## src/rtl/regfile_pkg.sv

```systemverilog
// Shared register-file constants and the dump reader's state encoding.
// The register file, its decoders and the dump reader all import this package.
package regfile_pkg;

  localparam int NUM_REGS = 32;
  localparam int ADDR_W   = 5;
  localparam int DATA_W   = 32;

  typedef enum logic [1:0] {
    IDLE = 2'd0,
    READ = 2'd1,
    HOLD = 2'd2,
    DONE = 2'd3
  } dump_state_t;

  // Increment that wraps at NUM_REGS, so the count stays correct if NUM_REGS is not a power of two.
  function automatic logic [ADDR_W-1:0] next_idx(input logic [ADDR_W-1:0] i);
    return (i == ADDR_W'(NUM_REGS - 1)) ? '0 : i + 1'b1;
  endfunction

endpackage

```

## src/rtl/regfile_idx_counter.sv

```systemverilog
// Loadable register-index counter that wraps modulo NUM_REGS.
// It also latches the end index at load time and flags when the count reaches it.
module regfile_idx_counter
  import regfile_pkg::*;
(
  input  logic              clock,
  input  logic              ctrl_reset,
  input  logic              load,
  input  logic              inc,
  input  logic [ADDR_W-1:0] first,
  input  logic [ADDR_W-1:0] last,
  output logic [ADDR_W-1:0] idx,
  output logic              is_last
);

  logic [ADDR_W-1:0] last_q;

  always_ff @(posedge clock or negedge ctrl_reset) begin
    if (!ctrl_reset) begin
      idx    <= '0;
      last_q <= '0;
    end else if (load) begin
      idx    <= first;
      last_q <= last;
    end else if (inc) begin
      idx    <= next_idx(idx);
    end
  end

  assign is_last = (idx == last_q);

endmodule

```

## src/rtl/regfile_dump_reader.sv

```systemverilog
// Walks a range of register indices through one read port and emits each word on a valid/ready stream.
// Each word takes two cycles (READ then HOLD). The stream holds its word while out_ready is low.
module regfile_dump_reader
  import regfile_pkg::*;
(
  input  logic              clock,
  input  logic              ctrl_reset,
  input  logic              ctrl_start,
  input  logic              ctrl_abort,
  input  logic [ADDR_W-1:0] ctrl_first,
  input  logic [ADDR_W-1:0] ctrl_last,
  output logic [ADDR_W-1:0] ctrl_readReg,
  input  logic [DATA_W-1:0] data_readReg,
  output logic              out_valid,
  input  logic              out_ready,
  output logic [DATA_W-1:0] out_data,
  output logic [ADDR_W-1:0] out_index,
  output logic              out_last,
  output logic              busy,
  output logic              done
);

  dump_state_t       state;
  logic [ADDR_W-1:0] idx;
  logic              is_last;
  logic              cnt_load;
  logic              cnt_inc;

  assign cnt_load = (state == IDLE) && ctrl_start;
  assign cnt_inc  = (state == HOLD) && out_ready && !out_last && !ctrl_abort;

  // The counter register drives the read port directly, so the address stays stable for the whole READ cycle.
  regfile_idx_counter u_idx (
    .clock      (clock),
    .ctrl_reset (ctrl_reset),
    .load       (cnt_load),
    .inc        (cnt_inc),
    .first      (ctrl_first),
    .last       (ctrl_last),
    .idx        (idx),
    .is_last    (is_last)
  );

  assign ctrl_readReg = idx;

  always_ff @(posedge clock or negedge ctrl_reset) begin
    if (!ctrl_reset) begin
      state     <= IDLE;
      out_valid <= 1'b0;
      out_data  <= '0;
      out_index <= '0;
      out_last  <= 1'b0;
      busy      <= 1'b0;
      done      <= 1'b0;
    end else begin
      done <= 1'b0;
      if (ctrl_abort && state != IDLE) begin
        state     <= IDLE;
        out_valid <= 1'b0;
        out_last  <= 1'b0;
        busy      <= 1'b0;
      end else begin
        case (state)
          IDLE: begin
            if (ctrl_start) begin
              state <= READ;
              busy  <= 1'b1;
            end
          end
          READ: begin
            out_data  <= data_readReg;
            out_index <= idx;
            out_valid <= 1'b1;
            out_last  <= is_last;
            state     <= HOLD;
          end
          HOLD: begin
            if (out_ready) begin
              out_valid <= 1'b0;
              out_last  <= 1'b0;
              if (out_last) begin
                state <= DONE;
                done  <= 1'b1;
              end else begin
                state <= READ;
              end
            end
          end
          DONE: begin
            state <= IDLE;
            busy  <= 1'b0;
          end
          default: state <= IDLE;
        endcase
      end
    end
  end

endmodule
```

## config.mk

```make
export PLATFORM = sky130hd
export DESIGN_NAME = regfile_dump_reader
export DESIGN_NICKNAME = d
export VERILOG_FILES = /design/src/rtl/regfile_pkg.sv /design/src/rtl/regfile_idx_counter.sv /design/src/rtl/regfile_dump_reader.sv
export SDC_FILE = /design/constraint.sdc
export NUM_CORES = 1
export LEC_CHECK = 0
export CAP_MARGIN = 20
export CORE_MARGIN = 5
export CORE_UTILIZATION = 44
export CTS_BUF_LIST = sky130_fd_sc_hd__clkbuf_4 sky130_fd_sc_hd__clkbuf_8
export DETAILED_ROUTE_END_ITERATION = 12
export PLACE_DENSITY = 0.9
export SETUP_SLACK_MARGIN = 0.15
export SYNTH_ARGS = -nofsm -noshare
export SYNTH_HDL_FRONTEND = slang
export SYNTH_SLANG_ARGS = --single-unit
```

## constraint.sdc

```tcl
create_clock -name clock -period 2.3 [get_ports clock]
set_input_delay 0.46 -clock clock [delete_from_list [all_inputs] [get_ports clock]]
set_output_delay 0.46 -clock clock [all_outputs]
set_load 0.02 [all_outputs]
```

==> results by group <==
Synth
  – Mapped Cells: 167
  – Synthesized flop and latch total: 53
  – Adder-Cell Fraction of Synth Area: 3.30%
  – Most used DFF post-synth: dfrtp_1
  – Post-Syn Area: 2280 um2
  – Simple logic cell fraction of the synthesized area: 7.86%
  – Ys async rst share: 100%
  – Synth unique cells: 29
  – Synth Area in Compound Gates: 5.44%
  – Syn_nets: 220
  – Synthesized area per cell: 13.6 um2
  – Largest family of logic cells by synthesized area: multiplexers
  – Post-synth EDFFs: 0
  – Synth top area share: 58.3%
  – Post-synthesis mux area share: 21.2%
  – Ys Warns: 0
  – Synth area leader: dfrtp_1
  – Post-synthesis sequential area ratio: 58.3%
  – Largest cells by area after synthesis: dfrtp_1 (58%), mux2_2 (21%), ha_1 (3.3%)
  – Post-Synth XOR/XNOR Area: 1.92%

GRT
  – Initial antenna violation count: 0
  – Largest net degree at the start of global routing: 31
  – Global-route wire length before repair: 8240 um
  – GRT Util Overall: 16.5%
  – Remaining global-route overflow: 0
  – Vias in the first global route: 1,685

Critical path
  – RR Startpoint: state[0]
  – Worst reg-to-reg path cell count: 6
  – Worst EP required: 2.49 ns
  – Startpoint types: flop
  – WP data arrival: 2.17 ns
  – FF-to-FF End: out_data[20]
  – Slowest stage delay, CP: 0.45 ns
  – Crit. End Element: flop
  – Cell breakdown of the critical path: inv_1 > ha_1 > nand2b_1 > nand2_2 > buf_12 > mux2_2
  – Type of the worst setup path: reg2reg
  – R2r setup slk: 0.32 ns
  – Crit path max fanout: 18
  – Slowest stage cell, crit path: dfrtp_1

CTS
  – CTS tree: built
  – Post-CTS Setup Bufs: 0
  – Clock sinks: 53
  – Clock-pin slew on the worst setup and hold paths: 0.09 ns
  – Clock Tree Root: clkbuf_8
  – Clk Latency, worst-skew pair: 0.30 ns
  – Htree depth: 2
  – # resized after CTS: 0
  – CTS Hold Bufs: 0
  – Clock Tree Buf Depth: 2
  – Total CTS buffers: 5

Power and ir drop
  – Combinational share of power: 53.8%
  – Sequential power share: 33.7%
  – Clock power share: 12.6%
  – Pwr/cell area: 1460 nW/um2
  – Internal power: 0.00322 W
  – Overall Power: 0.00505 W
  – Psw: 0.00182 W
  – Pleak: 1.44 nW
  – Worst vdd ir: 676 uV
  – Switching Fraction: 36.1%

Outcome
  – Status: finished, final reports clean

Timing
  – Max-slew violation count: 0
  – Max-slew headroom: 63.4%
  – TNS Setup: 0 ns
  – Final Hold Fails: 0
  – Fmax: 505 MHz
  – Setup Viol. Count Final: 0
  – Tcrit/Tclk final: 86.1%
  – Fin Hold WS: 0.140 ns
  – Min Tclk post-route: 1.98 ns
  – RSZ-0062 raised after global routing: false
  – Final Skew: 0.00712 ns
  – Worst-margin pin slew: 0.550 ns

Finish
  – Layout cells sized above 1: 22.4%
  – N_diodes: 0
  – Multi-input logic area: 905 um2
  – Post-route design area: 3450 um2
  – Synth-to-layout area growth: 51.5%
  – Register area: 1330 um2
  – Fillers: 397
  – Nets: 320
  – Post-route insts no fill: 338

Place
  – IO buf count: 92
  – Placed insts: 330
  – Routability cong.: 0.833
  – Hpwl dp: 4220 um
  – Cell Area, Placed: 3330 um2

Floorplan
  – DIE AREA: 6710 um2
  – Rows: 26
  – Top Ports: 93
  – Die X: 81.9 um
  – Initial Utilization: 44.8%
  – Die extent in y: 81.9 um
  – CORE AREA: 5070 um2

Route
  – DRC: 0
  – Via-per-instance ratio: 4.88
  – Vias after detailed routing: 1,650
  – ANT nets after route: 0
  – Avg WL per Cell: 15.8 um
  – First-pass DRT Iterations: 4
  – Iter 0 DRT Violations: 58
  – WL final: 5340 um

Worst hold path
  – Hold WC Path Type: in2async

Flow run
  – Max-cap violations: 0
==> critical path: cells and delay by family, from the launching register on <==
family / cells / cell delay, ns
buffers and inverters: 2 / 0.32
adders and majority gates: 1 / 0.27
and+or+nand+nor: 2 / 0.48
muxes: 1 / 0.34
DFF: 1 / 0.45
==> cells in the final DEF, fill, tap and decap left out, drive strengths merged, types with 2 or more instances in the layout <==
master | netlist | routed
clkdlybuf4s50 | 0 | 91
dfrtp | 53 | 53
mux2 | 42 | 42
nand2 | 12 | 12
o21ai | 6 | 6
a21oi | 6 | 6
ha | 6 | 6
clkbuf | 1 | 6
buf | 3 | 6
inv | 5 | 5
xnor2 | 5 | 5
nor2 | 5 | 5
a31oi | 4 | 4
and3 | 2 | 2
nand2b | 2 | 2
o31ai | 2 | 2
==> power groups by stage <==
| stage | Sequential [W] | Combinational, W | Clock [W] |
|---|---|---|---|
| global placement | 0.00170 | 0.00264 | 0 |
| floorplan | 0.00219 | 0.00101 | 0 |
| CTS | 0.00170 | 0.00275 | 0.000665 |
| finish | 0.00170 | 0.00271 | 0.000634 |
| global route | 0.00176 | 0.00291 | 0.000700 |
| detailed placement | 0.00172 | 0.00274 | 0 |
==> worst max-delay path by stage <==
stage | from | endpoint | slack, ns | cells after the start
after detailed placement | ctrl_abort | out_data[25] | 0.18 | 5
after CTS | state[0] | out_data[25] | 0.33 | 6
after global placement | ctrl_abort | out_data[7] | 0.25 | 5
after floorplan | u_idx.idx[0] | u_idx.idx[3] | 0.43 | 5
after global routing | state[0] | out_data[22] | 0.23 | 6
final | state[0] | out_data[20] | 0.32 | 6
==> sequential cells by signal, indices dropped and copies added, names as in the netlist <==
register,flops
busy,1
out_valid,1
u_idx.last_q,5
out_last,1
out_index,5
u_idx.idx,5
state,2
done,1
out_data,32
==> logic make-up after synthesis <==
group	count (synthesis)
adders and majority gates	6
and+or+nand+nor	30
muxes	43
DFF	53
xor gates and xnor gates	5
AOI/OAI and AO/OA	21
buffers and inverters	9
==> per-stage QoR <==
stage / utilization, % / worst slack [ns]
after floorplan: - / 0.432
after global placement: 65.6 / 0.247
after detailed placement: 65.6 / 0.178
after CTS: 67.9 / 0.327
after global routing: 67.9 / 0.234
final: 67.9 / 0.319
==> cell usage after synthesis, drive strengths merged (2+ instances only) <==
library cell  instances
o21ai                 6
and3                  2
nand2                12
dfrtp                53
a31oi                 4
nand2b                2
nor2                  5
buf                   3
a21oi                 6
mux2                 42
o31ai                 2
ha                    6
inv                   5
xnor2                 5
==> per-layer routing <==
| layer | track usage, % | wire length (um) | vias up |
|---|---|---|---|
| met1 | 18.9 | 2170 | 779 |
| met2 | 29.2 | 2660 | 68 |
| li1 | - | - | 796 |
| met4 | 4.82 | 63 | 0 |
| met3 | 5.48 | 445 | 7 |
| met5 | 0 | 0 | - |
==> area by class of cell <==
class                      instances  area share [%]
sequential                        53            38.5
timing repair buffer              97            28.7
multi-input combinational        105            26.2
tap                               70            2.54
clock buffer                       6            2.39
clock inverter                     2            1.09
inverter                           5           0.544
Note: power is estimated with default switching activity, not from simulation.
